===== config.mk =====
export PLATFORM = sky130hd
export DESIGN_NAME = mcu_spi_flat
export DESIGN_NICKNAME = d
export VERILOG_FILES = /design/src/rtl/mcu_spi_if.sv /design/src/rtl/mcu_spi.sv /design/src/flat_wrapper.sv
export SDC_FILE = /design/constraint.sdc
export NUM_CORES = 1
export LEC_CHECK = 0
export CAP_MARGIN = 10
export CORE_MARGIN = 10
export CORE_UTILIZATION = 52
export CTS_CLUSTER_DIAMETER = 120
export CTS_CLUSTER_SIZE = 40
export DETAILED_ROUTE_END_ITERATION = 8
export HOLD_SLACK_MARGIN = 0.02
export PLACE_DENSITY = 0.84
export SLEW_MARGIN = 20
export SYNTH_ARGS = -nofsm -noshare
export SYNTH_HDL_FRONTEND = slang
export SYNTH_SLANG_ARGS = --single-unit

===== constraint.sdc =====
create_clock -name clk -period 2.9 [get_ports clk]
set_clock_uncertainty 0.1 [all_clocks]
set_input_delay 0.58 -clock clk [delete_from_list [all_inputs] [get_ports clk]]
set_output_delay 0.58 -clock clk [all_outputs]
set_load 0.02 [all_outputs]

===== src/rtl/mcu_spi_if.sv =====
// Byte-stream bus between the MCU SPI bridge and its four control targets.
`timescale 1ns/1ps
interface mcu_spi_if;
    logic       mcu_sys_strobe;
    logic       mcu_hid_strobe;
    logic       mcu_osd_strobe;
    logic       mcu_sdc_strobe;
    logic       mcu_start;
    logic [7:0] mcu_dout;
    logic [7:0] mcu_sys_din;
    logic [7:0] mcu_hid_din;
    logic [7:0] mcu_osd_din;
    logic [7:0] mcu_sdc_din;

    modport master (
        output mcu_sys_strobe, mcu_hid_strobe, mcu_osd_strobe, mcu_sdc_strobe,
        output mcu_start, mcu_dout,
        input  mcu_sys_din, mcu_hid_din, mcu_osd_din, mcu_sdc_din
    );

    modport slave (
        input  mcu_sys_strobe, mcu_hid_strobe, mcu_osd_strobe, mcu_sdc_strobe,
        input  mcu_start, mcu_dout,
        output mcu_sys_din, mcu_hid_din, mcu_osd_din, mcu_sdc_din
    );
endinterface


===== src/rtl/mcu_spi.sv =====
// SPI mode-0 slave oversampled in clk: first byte selects a target, following
// bytes are strobed to it, and the target's response byte is shifted out on MISO.
`timescale 1ns/1ps
module mcu_spi #(
    parameter int unsigned SYNC_STAGES = 2
) (
    input  logic       clk,
    input  logic       reset,
    input  logic       spi_io_ss,
    input  logic       spi_io_clk,
    input  logic       spi_io_din,
    output logic       spi_io_dout,
    mcu_spi_if.master  bus
);

    localparam int unsigned SETTLE = SYNC_STAGES + 1;
    localparam int unsigned SET_W  = 3;

    typedef enum logic [1:0] {
        ST_IDLE,
        ST_TARGET,
        ST_CMD,
        ST_DATA
    } state_e;

    typedef enum logic [2:0] {
        TGT_SYS  = 3'd0,
        TGT_HID  = 3'd1,
        TGT_OSD  = 3'd2,
        TGT_SDC  = 3'd3,
        TGT_NONE = 3'd4
    } tgt_e;

    logic [SYNC_STAGES-1:0] ss_sync_q, sclk_sync_q, din_sync_q;
    logic                   ss_dly_q, sclk_dly_q;
    logic                   ss_s, sclk_s, din_s;
    logic                   ss_fall, sclk_rise, sclk_fall;

    state_e     state_q, state_d;
    tgt_e       tgt_q, tgt_d;
    logic [2:0] bit_cnt_q, bit_cnt_d;
    logic [7:0] rx_q, rx_d;
    logic [7:0] tx_q, tx_d;
    logic [3:0] strobe_q, strobe_d;
    logic       start_q, start_d;
    logic [7:0] data_q, data_d;
    logic       dout_q, dout_d;
    logic       resync_q, resync_d;
    logic [SET_W-1:0] settle_q, settle_d;
    logic       settle_done;
    logic       byte_done;
    logic [7:0] resp;

    // Input synchronisers plus one delayed copy for edge detection
    always_ff @(posedge clk) begin
        if (reset) begin
            ss_sync_q   <= '1;
            sclk_sync_q <= '0;
            din_sync_q  <= '0;
            ss_dly_q    <= 1'b1;
            sclk_dly_q  <= 1'b0;
        end else begin
            ss_sync_q   <= {ss_sync_q[SYNC_STAGES-2:0], spi_io_ss};
            sclk_sync_q <= {sclk_sync_q[SYNC_STAGES-2:0], spi_io_clk};
            din_sync_q  <= {din_sync_q[SYNC_STAGES-2:0], spi_io_din};
            ss_dly_q    <= ss_sync_q[SYNC_STAGES-1];
            sclk_dly_q  <= sclk_sync_q[SYNC_STAGES-1];
        end
    end

    assign ss_s        = ss_sync_q[SYNC_STAGES-1];
    assign sclk_s      = sclk_sync_q[SYNC_STAGES-1];
    assign din_s       = din_sync_q[SYNC_STAGES-1];
    assign ss_fall     = ss_dly_q & ~ss_s;
    assign sclk_rise   = ~sclk_dly_q & sclk_s;
    assign sclk_fall   = sclk_dly_q & ~sclk_s;
    assign settle_done = (settle_q == SET_W'(SETTLE));

    always_comb begin
        case (tgt_q)
            TGT_SYS: resp = bus.mcu_sys_din;
            TGT_HID: resp = bus.mcu_hid_din;
            TGT_OSD: resp = bus.mcu_osd_din;
            TGT_SDC: resp = bus.mcu_sdc_din;
            default: resp = 8'h00;
        endcase
        if (state_q == ST_TARGET) resp = 8'h00;
    end

    // Next-state and output logic
    always_comb begin
        state_d   = state_q;
        tgt_d     = tgt_q;
        bit_cnt_d = bit_cnt_q;
        rx_d      = rx_q;
        tx_d      = tx_q;
        strobe_d  = '0;
        start_d   = start_q;
        data_d    = data_q;
        resync_d  = resync_q;
        settle_d  = settle_q;
        byte_done = 1'b0;

        if (!settle_done) settle_d = SET_W'(settle_q + SET_W'(1));
        // The reset values of the ss chain are not a real ss-high observation
        if (settle_done && ss_s && ss_dly_q) resync_d = 1'b0;

        if (ss_s || resync_q) begin
            state_d   = ST_IDLE;
            bit_cnt_d = 3'd0;
            tx_d      = 8'h00;
        end else if (state_q == ST_IDLE) begin
            bit_cnt_d = 3'd0;
            tx_d      = 8'h00;
            if (ss_fall) state_d = ST_TARGET;
        end else begin
            if (sclk_rise) begin
                rx_d      = {rx_q[6:0], din_s};
                bit_cnt_d = 3'(bit_cnt_q + 3'd1);
                byte_done = (bit_cnt_q == 3'd7);
            end
            if (sclk_fall) begin
                tx_d = (bit_cnt_q == 3'd0) ? resp : {tx_q[6:0], 1'b0};
            end
            if (byte_done) begin
                if (state_q == ST_TARGET) begin
                    tgt_d   = (rx_d[7:2] == 6'd0) ? tgt_e'({1'b0, rx_d[1:0]}) : TGT_NONE;
                    state_d = ST_CMD;
                end else begin
                    if (tgt_q != TGT_NONE) begin
                        strobe_d[tgt_q[1:0]] = 1'b1;
                        start_d              = (state_q == ST_CMD);
                        data_d               = rx_d;
                    end
                    state_d = ST_DATA;
                end
            end
        end

        dout_d = ss_s ? 1'b0 : tx_d[7];
    end

    always_ff @(posedge clk) begin
        if (reset) begin
            state_q   <= ST_IDLE;
            tgt_q     <= TGT_NONE;
            bit_cnt_q <= 3'd0;
            rx_q      <= 8'h00;
            tx_q      <= 8'h00;
            strobe_q  <= 4'd0;
            start_q   <= 1'b0;
            data_q    <= 8'h00;
            dout_q    <= 1'b0;
            resync_q  <= 1'b1;
            settle_q  <= '0;
        end else begin
            state_q   <= state_d;
            tgt_q     <= tgt_d;
            bit_cnt_q <= bit_cnt_d;
            rx_q      <= rx_d;
            tx_q      <= tx_d;
            strobe_q  <= strobe_d;
            start_q   <= start_d;
            data_q    <= data_d;
            dout_q    <= dout_d;
            resync_q  <= resync_d;
            settle_q  <= settle_d;
        end
    end

    assign spi_io_dout        = dout_q;
    assign bus.mcu_sys_strobe = strobe_q[0];
    assign bus.mcu_hid_strobe = strobe_q[1];
    assign bus.mcu_osd_strobe = strobe_q[2];
    assign bus.mcu_sdc_strobe = strobe_q[3];
    assign bus.mcu_start      = start_q;
    assign bus.mcu_dout       = data_q;

endmodule


===== src/flat_wrapper.sv =====
// flat-port wrapper written by rule: the top's interface ports become plain ports
module mcu_spi_flat 
#(
    parameter int unsigned SYNC_STAGES = 2
)
  (clk, reset, spi_io_ss, spi_io_clk, spi_io_din, spi_io_dout, bus_mcu_sys_strobe, bus_mcu_hid_strobe, bus_mcu_osd_strobe, bus_mcu_sdc_strobe, bus_mcu_start, bus_mcu_dout, bus_mcu_sys_din, bus_mcu_hid_din, bus_mcu_osd_din, bus_mcu_sdc_din);
  mcu_spi_if bus_i ();
  input  logic clk;
  input  logic reset;
  input  logic spi_io_ss;
  input  logic spi_io_clk;
  input  logic spi_io_din;
  output logic spi_io_dout;
  output wire logic [$bits(bus_i.mcu_sys_strobe)-1:0] bus_mcu_sys_strobe;
  output wire logic [$bits(bus_i.mcu_hid_strobe)-1:0] bus_mcu_hid_strobe;
  output wire logic [$bits(bus_i.mcu_osd_strobe)-1:0] bus_mcu_osd_strobe;
  output wire logic [$bits(bus_i.mcu_sdc_strobe)-1:0] bus_mcu_sdc_strobe;
  output wire logic [$bits(bus_i.mcu_start)-1:0] bus_mcu_start;
  output wire logic [$bits(bus_i.mcu_dout)-1:0] bus_mcu_dout;
  input wire logic [$bits(bus_i.mcu_sys_din)-1:0] bus_mcu_sys_din;
  input wire logic [$bits(bus_i.mcu_hid_din)-1:0] bus_mcu_hid_din;
  input wire logic [$bits(bus_i.mcu_osd_din)-1:0] bus_mcu_osd_din;
  input wire logic [$bits(bus_i.mcu_sdc_din)-1:0] bus_mcu_sdc_din;
  assign bus_mcu_sys_strobe = bus_i.mcu_sys_strobe;
  assign bus_mcu_hid_strobe = bus_i.mcu_hid_strobe;
  assign bus_mcu_osd_strobe = bus_i.mcu_osd_strobe;
  assign bus_mcu_sdc_strobe = bus_i.mcu_sdc_strobe;
  assign bus_mcu_start = bus_i.mcu_start;
  assign bus_mcu_dout = bus_i.mcu_dout;
  assign bus_i.mcu_sys_din = bus_mcu_sys_din;
  assign bus_i.mcu_hid_din = bus_mcu_hid_din;
  assign bus_i.mcu_osd_din = bus_mcu_osd_din;
  assign bus_i.mcu_sdc_din = bus_mcu_sdc_din;
  mcu_spi #(.SYNC_STAGES(SYNC_STAGES)) u_core (.clk(clk), .reset(reset), .spi_io_ss(spi_io_ss), .spi_io_clk(spi_io_clk), .spi_io_din(spi_io_din), .spi_io_dout(spi_io_dout), .bus(bus_i));
endmodule

==> impl_metrics.csv, run 1 <==
group,metric,value,unit
run_status,outcome,"finished clean",
floorplan,die_area,6903,sq um
sta,post-route-period-util,80.50,%
pwr,seqPwrFrac,58.2,%
logic_synthesis,synth-seq-cells,50,
setup_path,crit_slowest_cell,"or4_1",
setup_path,crit_start,"reset",
run,cap_violations,0,
pwr,powerDensity,450.3,nW/um^2
clock_network,cts_resized,0,
placement,dp_slack,275.4,ps
clock_network,cts_hold_buffers,0,
sta,finalWorstSetupSlack,565.5,ps
setup_path,path_cells,"clkdlybuf4s50_1 -> or4b_1 -> or4_1 -> o22ai_1",
setup_path,path_class,"in -> reg",
drt,ant_nets,0,
global_routing,grtUsageMet3,4.492,%
logic_synthesis,yosys_warnings,0,
pwr,ir_drop,378.1,uV
logic_synthesis,netlist_top_cells_count,"dfxtp_1 (50), nor2_1 (31), mux2i_1 (19), inv_1 (13)",
sta,min_period,2334,ps
setup_path,cp-start-kind,"input pin",
sta,clock.fmax,428.4,MHz
sta,setup-tns-final,0,ps
logic_synthesis,synth_area,2069,sq um
drt,wl,4448,microns
setup_path,cp-end-kind,"flip-flop",
setup_path,crit_family,"simple AND/OR/NAND/NOR gates",
sta,rsz0062_at_grt,"false",
floorplan,die_x,83.09,microns
drt,drtIter0Drc,100,
logic_synthesis,avgSynthCellArea,10.14,sq um
global_routing,top_usage_layer,"met2",
floorplan,rows,22,
logic_synthesis,synth.top_cell.area_share,48.37,%
sta,finalSetupViolations,0,
pwr,p_sw_share,20.97,%
hold_path,hold_class,"reg -> reg",
drt,viasPerCell,5.305,
logic_synthesis,synth_area_leader_cell,"dfxtp_1",
logic_synthesis,synth_edf_count,0,
global_routing,grt_pass1_wl,7431,microns
global_routing,grt_pass1_vias,1565,
global_routing,track_usage,12.83,%
clock_network,clkSinkCount,50,
drt,vias,1602,
setup_path,r2r_setup_slack,830,ps
clock_network,cts_buffers,5,
global_routing,antenna_found_initial,0,
global_routing,grtUsageMet2,20.32,%
clock_network,worstSkewPairLatency,300,ps
pwr,clkPwrFrac,33.1,%
floorplan,ios,51,
sta,hold_ws,332.5,ps
logic_synthesis,ys.flop_type,"dfxtp_1",
clock_network,clkTransAtPathRegs,80,ps
drt,drc_errors,0,
global_routing,gr-total-overflow,0,
global_routing,grtUsageMet1,15.96,%
clock_network,cts-root-buf,"clkbuf_8",
pwr,p_comb_share,8.6,%
sta,slew_headroom,39.82,%
setup_path,path_max_fanout,9,
setup_path,critPathRequiredTime,3010,ps
logic_synthesis,synthTopCellsByArea,"dfxtp_1 (48%), mux2i_1 (9.2%), mux4_2 (8.7%)",
floorplan,die_h,83.09,microns
pwr,p_leak,0.001049,uW
clock_network,cts-htree-levels,2,
pwr,finalPower,1218,uW
logic_synthesis,ys_async_sr_fraction,0,%
logic_synthesis,synth_seq_area_share,48.37,%
logic_synthesis,synth.most_common_cell,"dfxtp_1",
placement,io_buffers,50,
floorplan,core-area,3744,sq um
drt,dr.pass1.iters,4,
placement,hpwl,3447,microns
drt,wire_per_inst,14.73,microns
sta,finalHoldViolCount,0,
clock_network,cts_tree,"done",
pwr,internal-power,962.5,uW
hold_path,min_from,"u_core.ss_sync_q[0]",
clock_network,post_cts_buffers,0,
placement,gp_congestion,0.7689,
finish,area_growth,30.71,%
clock_network,cts_max_path_buffers,2,
global_routing,grt_max_degree,31,
floorplan,start_util,55.28,%
finish,drive_gt1_share,9.843,%
logic_synthesis,synthDistinctLibCells,36,
logic_synthesis,synth_nets,246,
setup_path,arrival,2450,ps
pwr,switchingPower,255.4,uW
setup_path,r2r-start,"u_core.state_q[1]",
finish,nets,295,
finish,diodes,0,
logic_synthesis,syn_inst,204,
sta,tightest_slew,898.8,ps
sta,drv_slew,0,
setup_path,slowest_delay,690,ps
setup_path,crit_buf_inv,1,
==> sequential cells by signal, indices dropped and copies added (netlist names), 2 cells and up <==
signal               flops
u_core.bit_cnt_q         3
u_core.bus.mcu_dout      8
u_core.din_sync_q        2
u_core.rx_q              8
u_core.sclk_sync_q       2
u_core.settle_q          3
u_core.ss_sync_q         2
u_core.state_q           2
u_core.strobe_q          4
u_core.tgt_q             3
u_core.tx_q              8
==> per-layer routing <==
layer  vias to the layer above  wire [microns]
li1                        807               -
met3                         5             192
met5                         -               0
met1                       743            2180
met2                        47            2022
met4                         0              53
==> final timing paths <==
| path | end | cells after the start |
|---|---|---|
| worst min-delay path | u_core.ss_sync_q[1] | 1 |
| worst min register to register | u_core.ss_sync_q[1] | 1 |
| worst max-delay path | u_core.tx_q[0] | 4 |
| worst max register to register | u_core.tx_q[0] | 3 |
==> final cells by class <==
type                            instances  area (sq um)
Tap cell                               48         60.06
Clock buffer                            7         86.33
Fill cell                             315          1039
Inverter                               13         48.80
Multi-Input combinational cell        129         973.4
Timing Repair Buffer                   54         530.5
Sequential cell                        50          1001
Clock inverter                          1         5.005
==> per-stage QoR <==
stage / utilization (%) / area, sq um / cells
after global routing: 72.26 / 2705 / 302
final: 72.26 / 2705 / 302
after detailed placement: 69.82 / 2614 / 294
after CTS: 72.26 / 2705 / 302
after floorplan: - / 2069 / 204
after global placement: 69.82 / 2614 / 294
==> layout by cell type (no fill, tap or decap), drive strengths merged <==
| master | instances |
|---|---|
| a211oi | 1 |
| a21o | 1 |
| a21oi | 8 |
| a22oi | 7 |
| a32oi | 1 |
| and2 | 1 |
| and3 | 1 |
| buf | 4 |
| clkbuf | 7 |
| clkdlybuf4s50 | 50 |
| clkinv | 1 |
| dfxtp | 50 |
| ha | 5 |
| inv | 13 |
| mux2i | 19 |
| mux4 | 8 |
| nand2 | 9 |
| nand2b | 1 |
| nand3 | 2 |
| nand3b | 1 |
| nand4 | 2 |
| nor2 | 31 |
| nor2b | 6 |
| nor3 | 3 |
| nor3b | 1 |
| nor4b | 1 |
| nor4bb | 1 |
| o211ai | 2 |
| o22ai | 9 |
| or2 | 3 |
| or4 | 1 |
| or4b | 2 |
| xnor2 | 1 |
| xor2 | 1 |
==> worst reg2reg max path, delay by kind of cell (launching register included) <==
family	cells	cell delay (ps)
flip-flops	1	470
AND/OR/NAND/NOR	2	1180
AO/OA/AOI/OAI	1	240
==> power by group through the flow <==
stage | Clock [uW] | Sequential [uW] | Combinational [uW]
6_report | 403 | 709 | 105
5_1_grt | 444 | 712 | 116
4_1_cts | 414 | 710 | 107
3_5_place_dp | 0 | 726 | 106
3_3_place_gp | 0 | 725 | 103
2_1_floorplan | 0 | 723 | 48.4
==> kinds of logic after synthesis <==
logic type               Yosys count  share of synthesized area, %
AO/OA/AOI/OAI                     29                         9.311
AND/OR/NAND/NOR                   66                         15.66
buffers and inverters             25                         4.897
multiplexers                      27                         17.90
flip-flops                        50                         48.37
XOR/XNOR                           2                        0.8466
adder cells (fa/ha/maj)            5                         3.023
Power figures use the tool's default switching activity.
==> run 2, diff against run 1 <==
CORE_UTILIZATION = 44   (was 52)
PLACE_DENSITY = 0.75   (was 0.84)
clock period = 2.1 ns   (was 2.9 ns; I/O delays follow)
==> run 2 against run 1 <==
Worst hold slack worse by 6.5 ps; sequential cell count is the same; core utilization shrank 10 points; setup slack lost 500 ps; design area grew 2.2%; global-route usage down 0.42 points; die area up 14%; sequential share of layout area shrank 0.79 points; combinational power is 39% higher; via count up 0.12%; power increased by 36%; clock-buffer cell count fell by 2; critical path type unchanged.
==> impl_metrics.csv, run 2 (same netlist as run 1, synthesis figures left out) <==
group,metric,value,unit
run_status,outcome,"finished clean",
setup_path,ff2ff_path_depth,7,
floorplan,ios,51,
pwr,powerDensity,598.1,nW/um^2
sta,finalHoldViolCount,0,
finish,diodes,0,
global_routing,track_usage,12.40,%
setup_path,cp-end-kind,"flip-flop",
clock_network,worstSkewPairLatency,300,ps
drt,ant_nets,0,
drt,wl,4530,microns
finish,nets,301,
clock_network,cts_max_path_buffers,2,
setup_path,path_cells,"clkdlybuf4s50_1 -> or4b_1 -> or4_4 -> o22ai_1",
floorplan,rows,24,
floorplan,die_x,88.58,microns
drt,drc_errors,0,
finish,fill_cells,378,
run,cap_violations,0,
hold_path,hold_class,"reg -> reg",
setup_path,cp-start-kind,"input pin",
drt,dr.pass1.iters,4,
placement,hpwl,3442,microns
placement,io_buffers,50,
floorplan,die_h,88.58,microns
clock_network,cts_buffers,5,
drt,vias,1604,
finish,multiInputGateArea,977.2,sq um
setup_path,arrival,2160,ps
finish,layout_common_cells,"clkdlybuf4s50_1 (50), dfxtp_1 (50), nor2_1 (31)",
hold_path,whs_path_depth,1,
sta,post-route-period-util,96.97,%
hold_path,min_from,"u_core.ss_sync_q[0]",
placement,dp_slack,-368.6,ps
setup_path,path_class,"in -> reg",
finish,regArea,1001,sq um
global_routing,grt_pass1_wl,7790,microns
setup_path,path_max_fanout,9,
finish,drive_gt1_share,12.36,%
setup_path,crit_slowest_cell,"or4_4",
floorplan,core-area,4444,sq um
clock_network,cts-htree-levels,2,
clock_network,clkTransAtPathRegs,80,ps
global_routing,antenna_found_initial,0,
clock_network,clkSinkCount,50,
sta,finalWorstSetupSlack,63.70,ps
sta,min_period,2036,ps
sta,slew_headroom,60.96,%
sta,drv_slew,0,
floorplan,start_util,46.57,%
setup_path,r2r_setup_slack,210,ps
global_routing,grt_pass1_vias,1678,
drt,viasPerCell,5.158,
global_routing,grt_max_degree,31,
sta,clock.fmax,491.1,MHz
sta,rsz0062_at_grt,"false",
setup_path,crit_buf_inv,1,
hold_path,hold_end,"u_core.ss_sync_q[1]",
pwr,ir_drop,442.9,uV
clock_network,cts_tree,"done",
setup_path,timing.rr.end,"u_core.bus.mcu_dout[4]",
setup_path,r2r-start,"u_core.bit_cnt_q[0]",
finish,area_growth,33.55,%
drt,wire_per_inst,14.57,microns
pwr,p_leak,0.001076,uW
floorplan,die_area,7846,sq um
clock_network,cts-root-buf,"clkbuf_8",
setup_path,critPathRequiredTime,2220,ps
pwr,finalPower,1653,uW
setup_path,crit_family,"simple AND/OR/NAND/NOR gates",
sta,finalSetupViolations,0,
sta,tightest_slew,583.9,ps
sta,setup-tns-final,0,ps
placement,gp_congestion,0.7450,
drt,drtIter0Drc,75,
setup_path,slowest_delay,600,ps
global_routing,gr-total-overflow,0,
==> run 2: metrics by stage <==
stage	hold WS [ps]	area, sq um	utilization, %	instances
after CTS	329.5	2764	62.19	311
after detailed placement	308.1	2676	60.22	304
after global routing	352.2	2764	62.19	311
after global placement	296.5	2676	60.22	304
final	326.0	2764	62.19	311
after floorplan	289.5	2069	-	204
==> run 2: area by class of cell <==
class / count / share of cell area (%)
flip-flops and latches: 50 / 36.22
multi-input cells: 129 / 35.36
repair buffers: 60 / 21.28
clock buffers: 5 / 2.490
well taps: 52 / 2.354
inverters: 13 / 1.766
clock inverters: 2 / 0.5432
==> run 2: worst max-delay path by stage <==
stage | end | cells past startpoint | slack, ps | startpoint
6_report | u_core.tx_q[6] | 4 | 60 | reset
5_1_grt | u_core.tx_q[7] | 4 | 3 | reset
4_1_cts | u_core.tx_q[6] | 4 | 70 | reset
3_5_place_dp | u_core.tx_q[6] | 4 | -370 | reset
3_3_place_gp | u_core.tx_q[3] | 4 | -320 | reset
2_1_floorplan | u_core.tx_q[0] | 4 | 230 | reset
==> run 2: routing by layer <==
metal	up-vias	track usage [%]	wire length, microns
met5	-	0	0
met4	0	3.524	38
met3	4	5.147	365
met2	46	19.96	2019
met1	735	14.89	2107
li1	819	-	-
==> run 2: worst reg2reg max path, cell delays in order (launching register included) <==
cell and delay (ps):
dfxtp_1 380, ha_1 160, ha_1 180, nand3b_1 170, nor4bb_2 290, buf_4 250
mux2i_1 210, nor2_1 50
==> run 2: timing repair <==
item                                    CTS  global route
endpoints found under the hold margin     0             0
endpoints found under the setup margin    9             0
resized for setup                         1             0
setup buffers                             0             0
hold buffers                              0             0
==> run 2: power by group <==
part | internal (uW) | switching, uW
registers | 968 | 12.0
clock network | 228 | 300
logic | 96.7 | 49.4
